### config.mk
export PLATFORM = sky130hd
export DESIGN_NAME = regfile_wb_arbiter_flat
export DESIGN_NICKNAME = d
export VERILOG_FILES = /design/src/rtl/rv_pkg.sv /design/src/rtl/regfile_wb_arbiter_if.sv /design/src/rtl/wb_fifo.sv /design/src/rtl/regfile_wb_arbiter.sv /design/src/flat_wrapper.sv
export SDC_FILE = /design/constraint.sdc
export NUM_CORES = 1
export LEC_CHECK = 0
export ABC_AREA = 1
export CAP_MARGIN = 20
export CORE_MARGIN = 5
export CORE_UTILIZATION = 51
export CTS_BUF_LIST = sky130_fd_sc_hd__clkbuf_2
export CTS_CLUSTER_SIZE = 25
export DETAILED_ROUTE_END_ITERATION = 10
export PLACE_DENSITY = 0.79
export RECOVER_POWER = 50
export SKIP_LAST_GASP = 1
export SLEW_MARGIN = 25
export SYNTH_ARGS = -nofsm -noshare
export SYNTH_HDL_FRONTEND = slang
export SYNTH_SLANG_ARGS = --single-unit
### constraint.sdc
create_clock -name clk -period 2.6 [get_ports clk]
set_input_delay 0.52 -clock clk [delete_from_list [all_inputs] [get_ports clk]]
set_output_delay 0.52 -clock clk [all_outputs]
set_load 0.03 [all_outputs]
### src/rtl/rv_pkg.sv
// Shared register-file types for the writeback path.
package rv_pkg;

    localparam int unsigned XLEN   = 32;
    localparam int unsigned REG_AW = 5;

    typedef struct packed {
        logic [REG_AW-1:0] addr;
        logic [XLEN-1:0]   data;
    } wb_req_t;

endpackage

### src/rtl/regfile_wb_arbiter_if.sv
// Writeback sources, register-file write port and hazard-check signals.
interface regfile_wb_arbiter_if;
    import rv_pkg::*;

    logic              s0_valid;
    logic              s0_ready;
    logic [REG_AW-1:0] s0_addr;
    logic [XLEN-1:0]   s0_data;
    logic              s1_valid;
    logic              s1_ready;
    logic [REG_AW-1:0] s1_addr;
    logic [XLEN-1:0]   s1_data;
    logic              rf_we;
    logic [REG_AW-1:0] rf_wa;
    logic [XLEN-1:0]   rf_wd;
    logic [REG_AW-1:0] ra1;
    logic [REG_AW-1:0] ra2;
    logic              busy1;
    logic              busy2;

    modport slave (
        input  s0_valid, s0_addr, s0_data,
        input  s1_valid, s1_addr, s1_data,
        input  ra1, ra2,
        output s0_ready, s1_ready,
        output rf_we, rf_wa, rf_wd,
        output busy1, busy2
    );

    modport master (
        output s0_valid, s0_addr, s0_data,
        output s1_valid, s1_addr, s1_data,
        output ra1, ra2,
        input  s0_ready, s1_ready,
        input  rf_we, rf_wa, rf_wd,
        input  busy1, busy2
    );

endinterface

### src/rtl/wb_fifo.sv
// Small writeback request FIFO; per-slot valid/addr are exported for hazard checks.
module wb_fifo
    import rv_pkg::*;
#(
    parameter int unsigned DEPTH = 2
) (
    input  logic                         clk,
    input  logic                         rst_n,
    input  logic                         push,
    input  logic                         pop,
    input  wb_req_t                      din,
    output wb_req_t                      head,
    output logic                         full,
    output logic                         empty,
    output logic [DEPTH-1:0]             entry_valid,
    output logic [DEPTH-1:0][REG_AW-1:0] entry_addr
);

    localparam int unsigned PW = (DEPTH < 2) ? 1 : $clog2(DEPTH);

    wb_req_t          mem [DEPTH];
    logic [PW-1:0]    wr_ptr;
    logic [PW-1:0]    rd_ptr;
    logic [DEPTH-1:0] vld;

    // Push only when not full and pop only when not empty, so the two never hit the same slot.
    always_ff @(posedge clk or negedge rst_n) begin
        if (!rst_n) begin
            wr_ptr <= '0;
            rd_ptr <= '0;
            vld    <= '0;
        end else begin
            if (push) begin
                wr_ptr      <= wr_ptr + PW'(1);
                vld[wr_ptr] <= 1'b1;
            end
            if (pop) begin
                rd_ptr      <= rd_ptr + PW'(1);
                vld[rd_ptr] <= 1'b0;
            end
        end
    end

    always_ff @(posedge clk) begin
        if (push) begin
            mem[wr_ptr] <= din;
        end
    end

    always_comb begin
        for (int unsigned i = 0; i < DEPTH; i++) begin
            entry_addr[i] = mem[i].addr;
        end
    end

    assign head        = mem[rd_ptr];
    assign full        = &vld;
    assign empty       = ~|vld;
    assign entry_valid = vld;

endmodule

### src/rtl/regfile_wb_arbiter.sv
// Arbitrates the single register-file write port between ALU (S0) and load (S1) writebacks.
module regfile_wb_arbiter
    import rv_pkg::*;
#(
    parameter int unsigned DEPTH    = 2,
    parameter int unsigned MAX_WAIT = 3
) (
    input  logic                  clk,
    input  logic                  rst_n,
    regfile_wb_arbiter_if.slave   bus
);

    localparam int unsigned WW = (MAX_WAIT < 1) ? 1 : $clog2(MAX_WAIT + 1);

    wb_req_t                      head0, head1;
    logic                         full0, full1, empty0, empty1;
    logic [DEPTH-1:0]             vld0, vld1;
    logic [DEPTH-1:0][REG_AW-1:0] addr0, addr1;
    logic                         push0, push1;
    logic                         ne0, ne1, force0, grant0, grant1;
    logic [WW-1:0]                wait0;
    logic                         ready0, ready1;
    logic                         busy1, busy2;

    // Writes to x0 complete the handshake but never enter a queue.
    assign ready0 = rst_n && !full0;
    assign ready1 = rst_n && !full1;
    assign push0  = bus.s0_valid && ready0 && (bus.s0_addr != '0);
    assign push1  = bus.s1_valid && ready1 && (bus.s1_addr != '0);

    wb_fifo #(.DEPTH(DEPTH)) u_fifo0 (
        .clk         (clk),
        .rst_n       (rst_n),
        .push        (push0),
        .pop         (grant0),
        .din         ('{addr: bus.s0_addr, data: bus.s0_data}),
        .head        (head0),
        .full        (full0),
        .empty       (empty0),
        .entry_valid (vld0),
        .entry_addr  (addr0)
    );

    wb_fifo #(.DEPTH(DEPTH)) u_fifo1 (
        .clk         (clk),
        .rst_n       (rst_n),
        .push        (push1),
        .pop         (grant1),
        .din         ('{addr: bus.s1_addr, data: bus.s1_data}),
        .head        (head1),
        .full        (full1),
        .empty       (empty1),
        .entry_valid (vld1),
        .entry_addr  (addr1)
    );

    assign ne0    = !empty0;
    assign ne1    = !empty1;
    assign force0 = ne0 && (wait0 == WW'(MAX_WAIT));
    assign grant1 = ne1 && !force0;
    assign grant0 = ne0 && !grant1;

    always_ff @(posedge clk or negedge rst_n) begin
        if (!rst_n) begin
            wait0 <= '0;
        end else if (!ne0 || grant0) begin
            wait0 <= '0;
        end else if (wait0 != WW'(MAX_WAIT)) begin
            wait0 <= wait0 + WW'(1);
        end
    end

    // Entries being popped this cycle still count as busy: the regfile holds the value next cycle.
    always_comb begin
        busy1 = 1'b0;
        busy2 = 1'b0;
        for (int unsigned i = 0; i < DEPTH; i++) begin
            if ((vld0[i] && addr0[i] == bus.ra1) || (vld1[i] && addr1[i] == bus.ra1)) busy1 = 1'b1;
            if ((vld0[i] && addr0[i] == bus.ra2) || (vld1[i] && addr1[i] == bus.ra2)) busy2 = 1'b1;
        end
        if (bus.ra1 == '0) busy1 = 1'b0;
        if (bus.ra2 == '0) busy2 = 1'b0;
    end

    always_comb begin
        bus.rf_we = ne0 || ne1;
        bus.rf_wa = '0;
        bus.rf_wd = '0;
        if (grant1) begin
            bus.rf_wa = head1.addr;
            bus.rf_wd = head1.data;
        end else if (grant0) begin
            bus.rf_wa = head0.addr;
            bus.rf_wd = head0.data;
        end
    end

    assign bus.s0_ready = ready0;
    assign bus.s1_ready = ready1;
    assign bus.busy1    = busy1;
    assign bus.busy2    = busy2;

endmodule

### src/flat_wrapper.sv
// flat-port wrapper written by rule: the top's interface ports become plain ports
module regfile_wb_arbiter_flat import rv_pkg::*;
#(
    parameter int unsigned DEPTH    = 2,
    parameter int unsigned MAX_WAIT = 3
)
  (clk, rst_n, bus_s0_valid, bus_s0_addr, bus_s0_data, bus_s1_valid, bus_s1_addr, bus_s1_data, bus_ra1, bus_ra2, bus_s0_ready, bus_s1_ready, bus_rf_we, bus_rf_wa, bus_rf_wd, bus_busy1, bus_busy2);
  regfile_wb_arbiter_if bus_i ();
  input  logic clk;
  input  logic rst_n;
  input wire logic [$bits(bus_i.s0_valid)-1:0] bus_s0_valid;
  input wire logic [$bits(bus_i.s0_addr)-1:0] bus_s0_addr;
  input wire logic [$bits(bus_i.s0_data)-1:0] bus_s0_data;
  input wire logic [$bits(bus_i.s1_valid)-1:0] bus_s1_valid;
  input wire logic [$bits(bus_i.s1_addr)-1:0] bus_s1_addr;
  input wire logic [$bits(bus_i.s1_data)-1:0] bus_s1_data;
  input wire logic [$bits(bus_i.ra1)-1:0] bus_ra1;
  input wire logic [$bits(bus_i.ra2)-1:0] bus_ra2;
  output wire logic [$bits(bus_i.s0_ready)-1:0] bus_s0_ready;
  output wire logic [$bits(bus_i.s1_ready)-1:0] bus_s1_ready;
  output wire logic [$bits(bus_i.rf_we)-1:0] bus_rf_we;
  output wire logic [$bits(bus_i.rf_wa)-1:0] bus_rf_wa;
  output wire logic [$bits(bus_i.rf_wd)-1:0] bus_rf_wd;
  output wire logic [$bits(bus_i.busy1)-1:0] bus_busy1;
  output wire logic [$bits(bus_i.busy2)-1:0] bus_busy2;
  assign bus_i.s0_valid = bus_s0_valid;
  assign bus_i.s0_addr = bus_s0_addr;
  assign bus_i.s0_data = bus_s0_data;
  assign bus_i.s1_valid = bus_s1_valid;
  assign bus_i.s1_addr = bus_s1_addr;
  assign bus_i.s1_data = bus_s1_data;
  assign bus_i.ra1 = bus_ra1;
  assign bus_i.ra2 = bus_ra2;
  assign bus_s0_ready = bus_i.s0_ready;
  assign bus_s1_ready = bus_i.s1_ready;
  assign bus_rf_we = bus_i.rf_we;
  assign bus_rf_wa = bus_i.rf_wa;
  assign bus_rf_wd = bus_i.rf_wd;
  assign bus_busy1 = bus_i.busy1;
  assign bus_busy2 = bus_i.busy2;
  regfile_wb_arbiter #(.DEPTH(DEPTH), .MAX_WAIT(MAX_WAIT)) u_core (.clk(clk), .rst_n(rst_n), .bus(bus_i));
endmodule
-- Yosys cells after proc, flatten, opt, wreduce, memory -nomap -nowiden
Memories as Yosys holds them, arrays and structs flattened.
Cells that the tools add are included.
- $add $sub $neg: 5
- multiply operators: 0
- divide/modulo/power cells: 0
- order comparisons: 8
- equal/unequal tests: 10
- shift-type cells: 0
- mux-type cells: 28
- bitwise logic cells: 6
- reduce and logical (&&, ||, !) cells: 41
- operators with widths (cell ; count):
    2-to-1 mux 32 bit ; 2
    == test 5 bit ; 8
    logical AND 1 bit ; 21
    2-to-1 mux 1 bit ; 14
    2-to-1 mux 2 bit ; 6
    logical NOT 5 bit ; 2
    2-to-1 mux 5 bit ; 2
    nonzero test 5 bit ; 2
    < comparator 1 x 2 -> 1 bit, second input constant ; 4
    logical OR 1 bit ; 6
    logical NOT 1 bit ; 5
    adder 1 bit, second input constant ; 4
    AND 2 bit ; 2
    demux 1 bit (select 1 bit) ; 4
    >= comparator 1 bit, second input constant ; 4
    NOT 2 bit ; 2
    OR 2 bit ; 2
    AND reduction 2 bit ; 2
    OR reduction 2 bit ; 2
    adder 2 x 1 -> 2 bit, second input constant ; 1
    == test 2 bit, second input constant ; 1
    != test 2 bit, second input constant ; 1
    nonzero test 2 bit ; 1
- register bits: 10
- bits in latches: 0
- RAM bits: 148
- memory bits (read-only): 0
- input port bits: 88
- output and inout bits: 42
- logic and storage cells: 107
- memories: 2
- memory list (memory ; depth ; bits a word ; rd ports ; clocked after Yosys merged registers in ; write ports ; RTL line ; RTL):
    u_core.u_fifo0.mem ; 2 ; 37 ; 3 ; 0 ; 1 ; wb_fifo.sv:21 ; wb_req_t mem [DEPTH];
    u_core.u_fifo1.mem ; 2 ; 37 ; 3 ; 0 ; 1 ; wb_fifo.sv:21 ;

-- Depth between registers and ports, before layout
- depth in word-level cells: 8
- depth in mapped cells: 9
- gate-level depth less buffers: 8

-- Modules after synthesis
Synthesis repeated with hierarchy kept, for this count alone.
- cells, all modules: 710
- area total of the unflattened synthesis: 7272.0 µm²
- by module, submodules not included (module ; instances ; cells an instance ; area an instance (µm²) ; seq. area each (µm²)):
    wb_fifo ; 2 ; 226 ; 3001.6 ; 2322.2
    regfile_wb_arbiter ; 1 ; 258 ; 1268.7 ; 50.0

-- Worst setup path after synthesis
OpenSTA, ideal clock, no wires.
- path type: in2reg
- start point: in rst_n
- end point: mem u_core.u_fifo1.mem[1][0] in the netlist's numbering (enable)
- setup time: 0.392 ns
- arrival: 2.161 ns
- required time: 2.208 ns
- setup slack: 0.047 ns
- stages on the path: 5
- buffers on the path: 0
- cell sequence: inv_1 > a21oi_1 > and2_1 > nand3_1 > inv_1
- cells in the longest elaborated chain, start to end: 5
- ends and longest elaborated chain (element ; RTL line ; RTL):
    start: declaration ; flat_wrapper.sv:10 ; input logic rst_n;
    logical AND 1 bit ; regfile_wb_arbiter.sv:27 ; assign ready1 = rst_n && !full1;
    net bus_s1_ready ; flat_wrapper.sv:20 ; output wire logic [$bits(bus_i.s1_ready)-1:0] bus_s1_ready;
    logical AND 1 bit (2 in series) ; regfile_wb_arbiter.sv:29 ; assign push1 = bus.s1_valid && ready1 && (bus.s1_addr != '0);
    2-to-1 mux 1 bit ; wb_fifo.sv:45 ; if (push) begin
    2-to-1 mux 1 bit (implied by the code) ; wb_fifo.sv:46 ; mem[wr_ptr] <= din;
    end: declaration ; wb_fifo.sv:21 ;
The timed path passes the listed nets, and every way through them passes these cells.

-- Worst setup path after layout
- start point: reg u_core.wait0[0]
- end point: out bus_rf_wa[4]
- cells in the longest elaborated chain, start to end: 8
- ends and longest elaborated chain (element ; RTL line ; RTL):
    start: declaration ; regfile_wb_arbiter.sv:21 ; logic [WW-1:0] wait0;
    start signal: assignment ; regfile_wb_arbiter.sv:69 ; wait0 <= wait0 + WW'(1);
    == test 2 bit * ; regfile_wb_arbiter.sv:59 ; assign force0 = ne0 && (wait0 == WW'(MAX_WAIT));
    logical AND 1 bit * ; regfile_wb_arbiter.sv:59 ;
    logical NOT 1 bit * ; regfile_wb_arbiter.sv:60 ; assign grant1 = ne1 && !force0;
    logical AND 1 bit * ; regfile_wb_arbiter.sv:60 ;
    logical NOT 1 bit ; regfile_wb_arbiter.sv:61 ; assign grant0 = ne0 && !grant1;
    logical AND 1 bit ; regfile_wb_arbiter.sv:61 ;
    2-to-1 mux 5 bit ; regfile_wb_arbiter.sv:92 ; end else if (grant0) begin
    2-to-1 mux 5 bit * ; regfile_wb_arbiter.sv:89 ; if (grant1) begin
    end: declaration ; flat_wrapper.sv:22 ; output wire logic [$bits(bus_i.rf_wa)-1:0] bus_rf_wa;
Mark *: on every way between the ends. The rest lies on a longest branch, timed or not.

==> summary.md <==
| Metric | Value |
|---|---|
| IO Port Bufs | `129` |
| Critical path peak fanout | `7` |
| Worst path slowest cell | `dfrtp_1` |
| Yosys reg bits | `158` |
| Number of fill cells | `957` |
| Drt first pass iters | `5` |
| Crit path capture type | `output port` |
| CTS tree | `yes` |
| Avg Cell Area, Syn | `10.1 um^2` |
| Fmax | `0.350 GHz` |
| H-Tree Depth | `4` |
| CP startpoint | `u_core.wait0[0]` |
| Comb power frac | `0.523` |
| Final Critical Period | `2.86 ns` |
| Sinks on Clock Net | `158` |
| Final Hold Viols | `0` |
| Slew @ Worst Pin | `0.591 ns` |
| Worst-skew pair later-pin latency | `0.67 ns` |
| Gr usage total | `0.224` |
| Initial antenna violation count | `3` |
| Via count | `5296` |
| Crit-path leading delay family | `buffers and inverters` |
| Hpwl dp | `11800 um` |
| Unique masters post-synth | `24` |
| First-pass GRT wire length | `27400 um` |
| Nets | `932` |
| Clk root buf | `clkbuf_2` |
| Overflow after GRT | `0` |
| # DRC | `0` |
| Initial core utilization | `0.516` |
| Syn Inst Count | `669` |
| Setup CP Type | `reg -> out` |
| Die H | `125 um` |
| Clk pwr share | `0.142` |
| Fin util | `0.696` |
| Setup WS post-layout | `-0.260 ns` |
| I/O pin cnt | `130` |
| Synthesized cell area | `6790 um^2` |
| Clk_skew | `0.0386 ns` |
| FP Rows | `42` |
| Relative slew slack | `0.606` |
| Clock-pin slew of the registers on the worst-case setup and hold paths | `0.20 ns` |
| Pwr per Cell Area | `1070 nW/um^2` |
| Post-synthesis sequential area ratio | `0.692` |
| Met3 Routed Length | `1300 um` |
| CP Capture Point | `bus_rf_wa[4]` |
| Routed len/inst | `17.1 um` |
| Critical Path, Cell by Cell | `ha_2 -> a21oi_4 -> inv_2 -> nor2_4 -> buf_4 -> buf_12 -> nand2_1 -> o211ai_1 -> buf_12` |
| RSZ-0062 raised after global routing | `yes` |
| Final Slew Violations | `0` |
| Via count of the first global-routing pass | `5344` |
| R2R Setup Slk | `0.78 ns` |
| Die outline area | `15700 um^2` |
| CP required | `2.08 ns` |
| GPL Wtd Cong | `0.950` |
| Worst path bufs/invs | `4` |
| DP Cell Count | `977` |
| CP peak stage delay | `0.44 ns` |
| Tcrit/Tclk final | `1.10` |
| Die width | `125 um` |
| Placement Setup Slack | `0.105 ns` |
| Status | `complete, but fails checks` |
| Initial DRC count | `454` |
| Internal power | `5.76 mW` |
| Proportion of layout cells with a drive suffix above 1 | `0.198` |
| Max rail drop VDD | `821 uV` |
| Final setup vio count | `37` |
| DP Area | `8370 um^2` |
| Reg2reg start | `u_core.u_fifo1.entry_valid[0]` |
| P_sw | `4.04 mW` |
| Switching part of the total | `0.412` |
| Critical path arrival | `2.34 ns` |
| Yosys warnings | `0` |
| Multi-input logic area | `1980 um^2` |
| Layout Cells excl Fill | `1032` |
| Num CTS Buffers | `17` |
| Met1 WL | `7190 um` |
| Routed vias/inst | `5.13` |
| Fin area | `9150 um^2` |
| Max Cap Viol | `0` |
| Reg power frac | `0.335` |
| Most used cell, CP | `buf_12` |
| Cell count along the critical path | `9` |
| Syn Nets | `758` |
| Antenna viol nets, final | `0` |
| FF+latch area | `4700 um^2` |
| Core ar. | `13100 um^2` |
| Failing checks | `setup timing` |
| Commonest non-fill, non-tap cell in the layout | `nand2_1` |
| Hold crit path type | `in -> async` |
| Clock tree buffer depth | `2` |
| Most frequent cells in the layout | `nand2_1 (313), edfxtp_1 (148), dlygate4sd3_1 (75)` |
| Uppermost layer routed | `met5` |
| Largest net degree at the start of global routing | `31` |
| Startpoint Class | `register` |
| Reg2reg end | `u_core.u_fifo1.mem[1][35]` |
| Leak pwr | `3.90 nW` |
| DR WL met2 | `8840 um` |
| Worst r2r path cells | `6` |
| Tot Pwr | `9.81 mW` |
| P&R area growth vs syn | `34.8%` |
| Post-CTS Hold Fix Bufs | `0` |
| Routed WL | `17600 um` |
layout make-up:
| cell class | count | area share |
|---|---|---|
| repair buffers | 175 | 0.199 |
| clock buffers | 18 | 0.00985 |
| clock inverters | 13 | 0.0179 |
| flip-flops and latches | 158 | 0.514 |
| well taps | 176 | 0.0241 |
| multi-input cells | 446 | 0.216 |
| diodes | 1 | 0.000274 |
| inverters | 45 | 0.0185 |
cell families (layout without fill, tap and decap cells):
kind of cell | Yosys count | in the layout | share of synthesized area
adder cells (fa/ha/maj) | 1 | 1 | 0.00184
AO/OA/AOI/OAI | 21 | 21 | 0.0190
AND/OR/NAND/NOR | 423 | 423 | 0.245
other | 0 | 1 | 0
XOR/XNOR | 1 | 1 | 0.00129
flip-flops | 158 | 158 | 0.692
buffers and inverters | 65 | 251 | 0.0408
cells in the mapped netlist:
master / n / area share
ha_1: 1 / 0.0018
buf_2: 5 / 0.0037
o211ai_1: 5 / 0.0055
and3_1: 1 / 0.00092
a22oi_1: 2 / 0.0022
nand2_2: 1 / 0.00092
buf_6: 2 / 0.0033
nand3_1: 46 / 0.034
o21a_1: 1 / 0.0011
inv_1: 41 / 0.023
inv_2: 4 / 0.0022
nor3_1: 5 / 0.0037
and2_1: 2 / 0.0018
nor2_1: 42 / 0.023
nor2_2: 1 / 0.00092
o21ai_0: 7 / 0.0052
a21oi_2: 1 / 0.0013
a21oi_1: 5 / 0.0037
buf_4: 3 / 0.0033
nand2_1: 325 / 0.18
clkbuf_1: 10 / 0.0055
edfxtp_1: 148 / 0.65
dfrtp_1: 10 / 0.037
xor2_1: 1 / 0.0013
state kept, by name, indices dropped and copies added, names as in the netlist:
| signal | count |
|---|---|
| u_core.u_fifo0.entry_valid | 2 |
| u_core.u_fifo0.mem | 74 |
| u_core.u_fifo0.rd_ptr | 1 |
| u_core.u_fifo0.wr_ptr | 1 |
| u_core.u_fifo1.entry_valid | 2 |
| u_core.u_fifo1.mem | 74 |
| u_core.u_fifo1.rd_ptr | 1 |
| u_core.u_fifo1.wr_ptr | 1 |
| u_core.wait0 | 2 |
worst min-delay path by stage:
stage / cells after the start / startpoint / end / slack, ns
6_report: 2 / rst_n / u_core.u_fifo0.rd_ptr / 0.38
5_1_grt: 2 / rst_n / u_core.u_fifo1.entry_valid[1] / 0.35
4_1_cts: 2 / rst_n / u_core.u_fifo1.entry_valid[1] / 0.07
3_5_place_dp: 1 / u_core.wait0[0] / u_core.wait0[0] / 0.47
3_3_place_gp: 1 / u_core.wait0[0] / u_core.wait0[0] / 0.43
2_1_floorplan: 0 / rst_n / u_core.u_fifo0.entry_valid[0] / 0.22
stage by stage:
step | hold slack (ns) | setup TNS (ns)
after floorplan | 0.224 | 0
after global placement | 0.427 | 0
after detailed placement | 0.466 | 0
after CTS | 0.0732 | -9.95
after global routing | 0.351 | -15.84
final | 0.379 | -8.06
metal layers:
layer	up-vias	GRT usage
li1	2543	-
met1	2495	0.277
met2	228	0.383
met3	26	0.0695
met4	4	0.0619
met5	-	0
timing repair:
item,in CTS,in global routing
resized for setup,54,39
endpoints found under the setup margin,38,39
cloned,2,1
pin swaps,2,9
buffers inserted,12,9
power by group through the flow:
stage	sequential, mW	combinational, mW	clock [mW]
floorplan	3.31	2.52	0
global placement	3.35	4.13	0
detailed placement	3.36	4.20	0
CTS	3.28	4.89	1.43
global route	3.31	5.49	1.54
finish	3.29	5.13	1.39
Note: power is estimated with default switching activity, not from simulation.
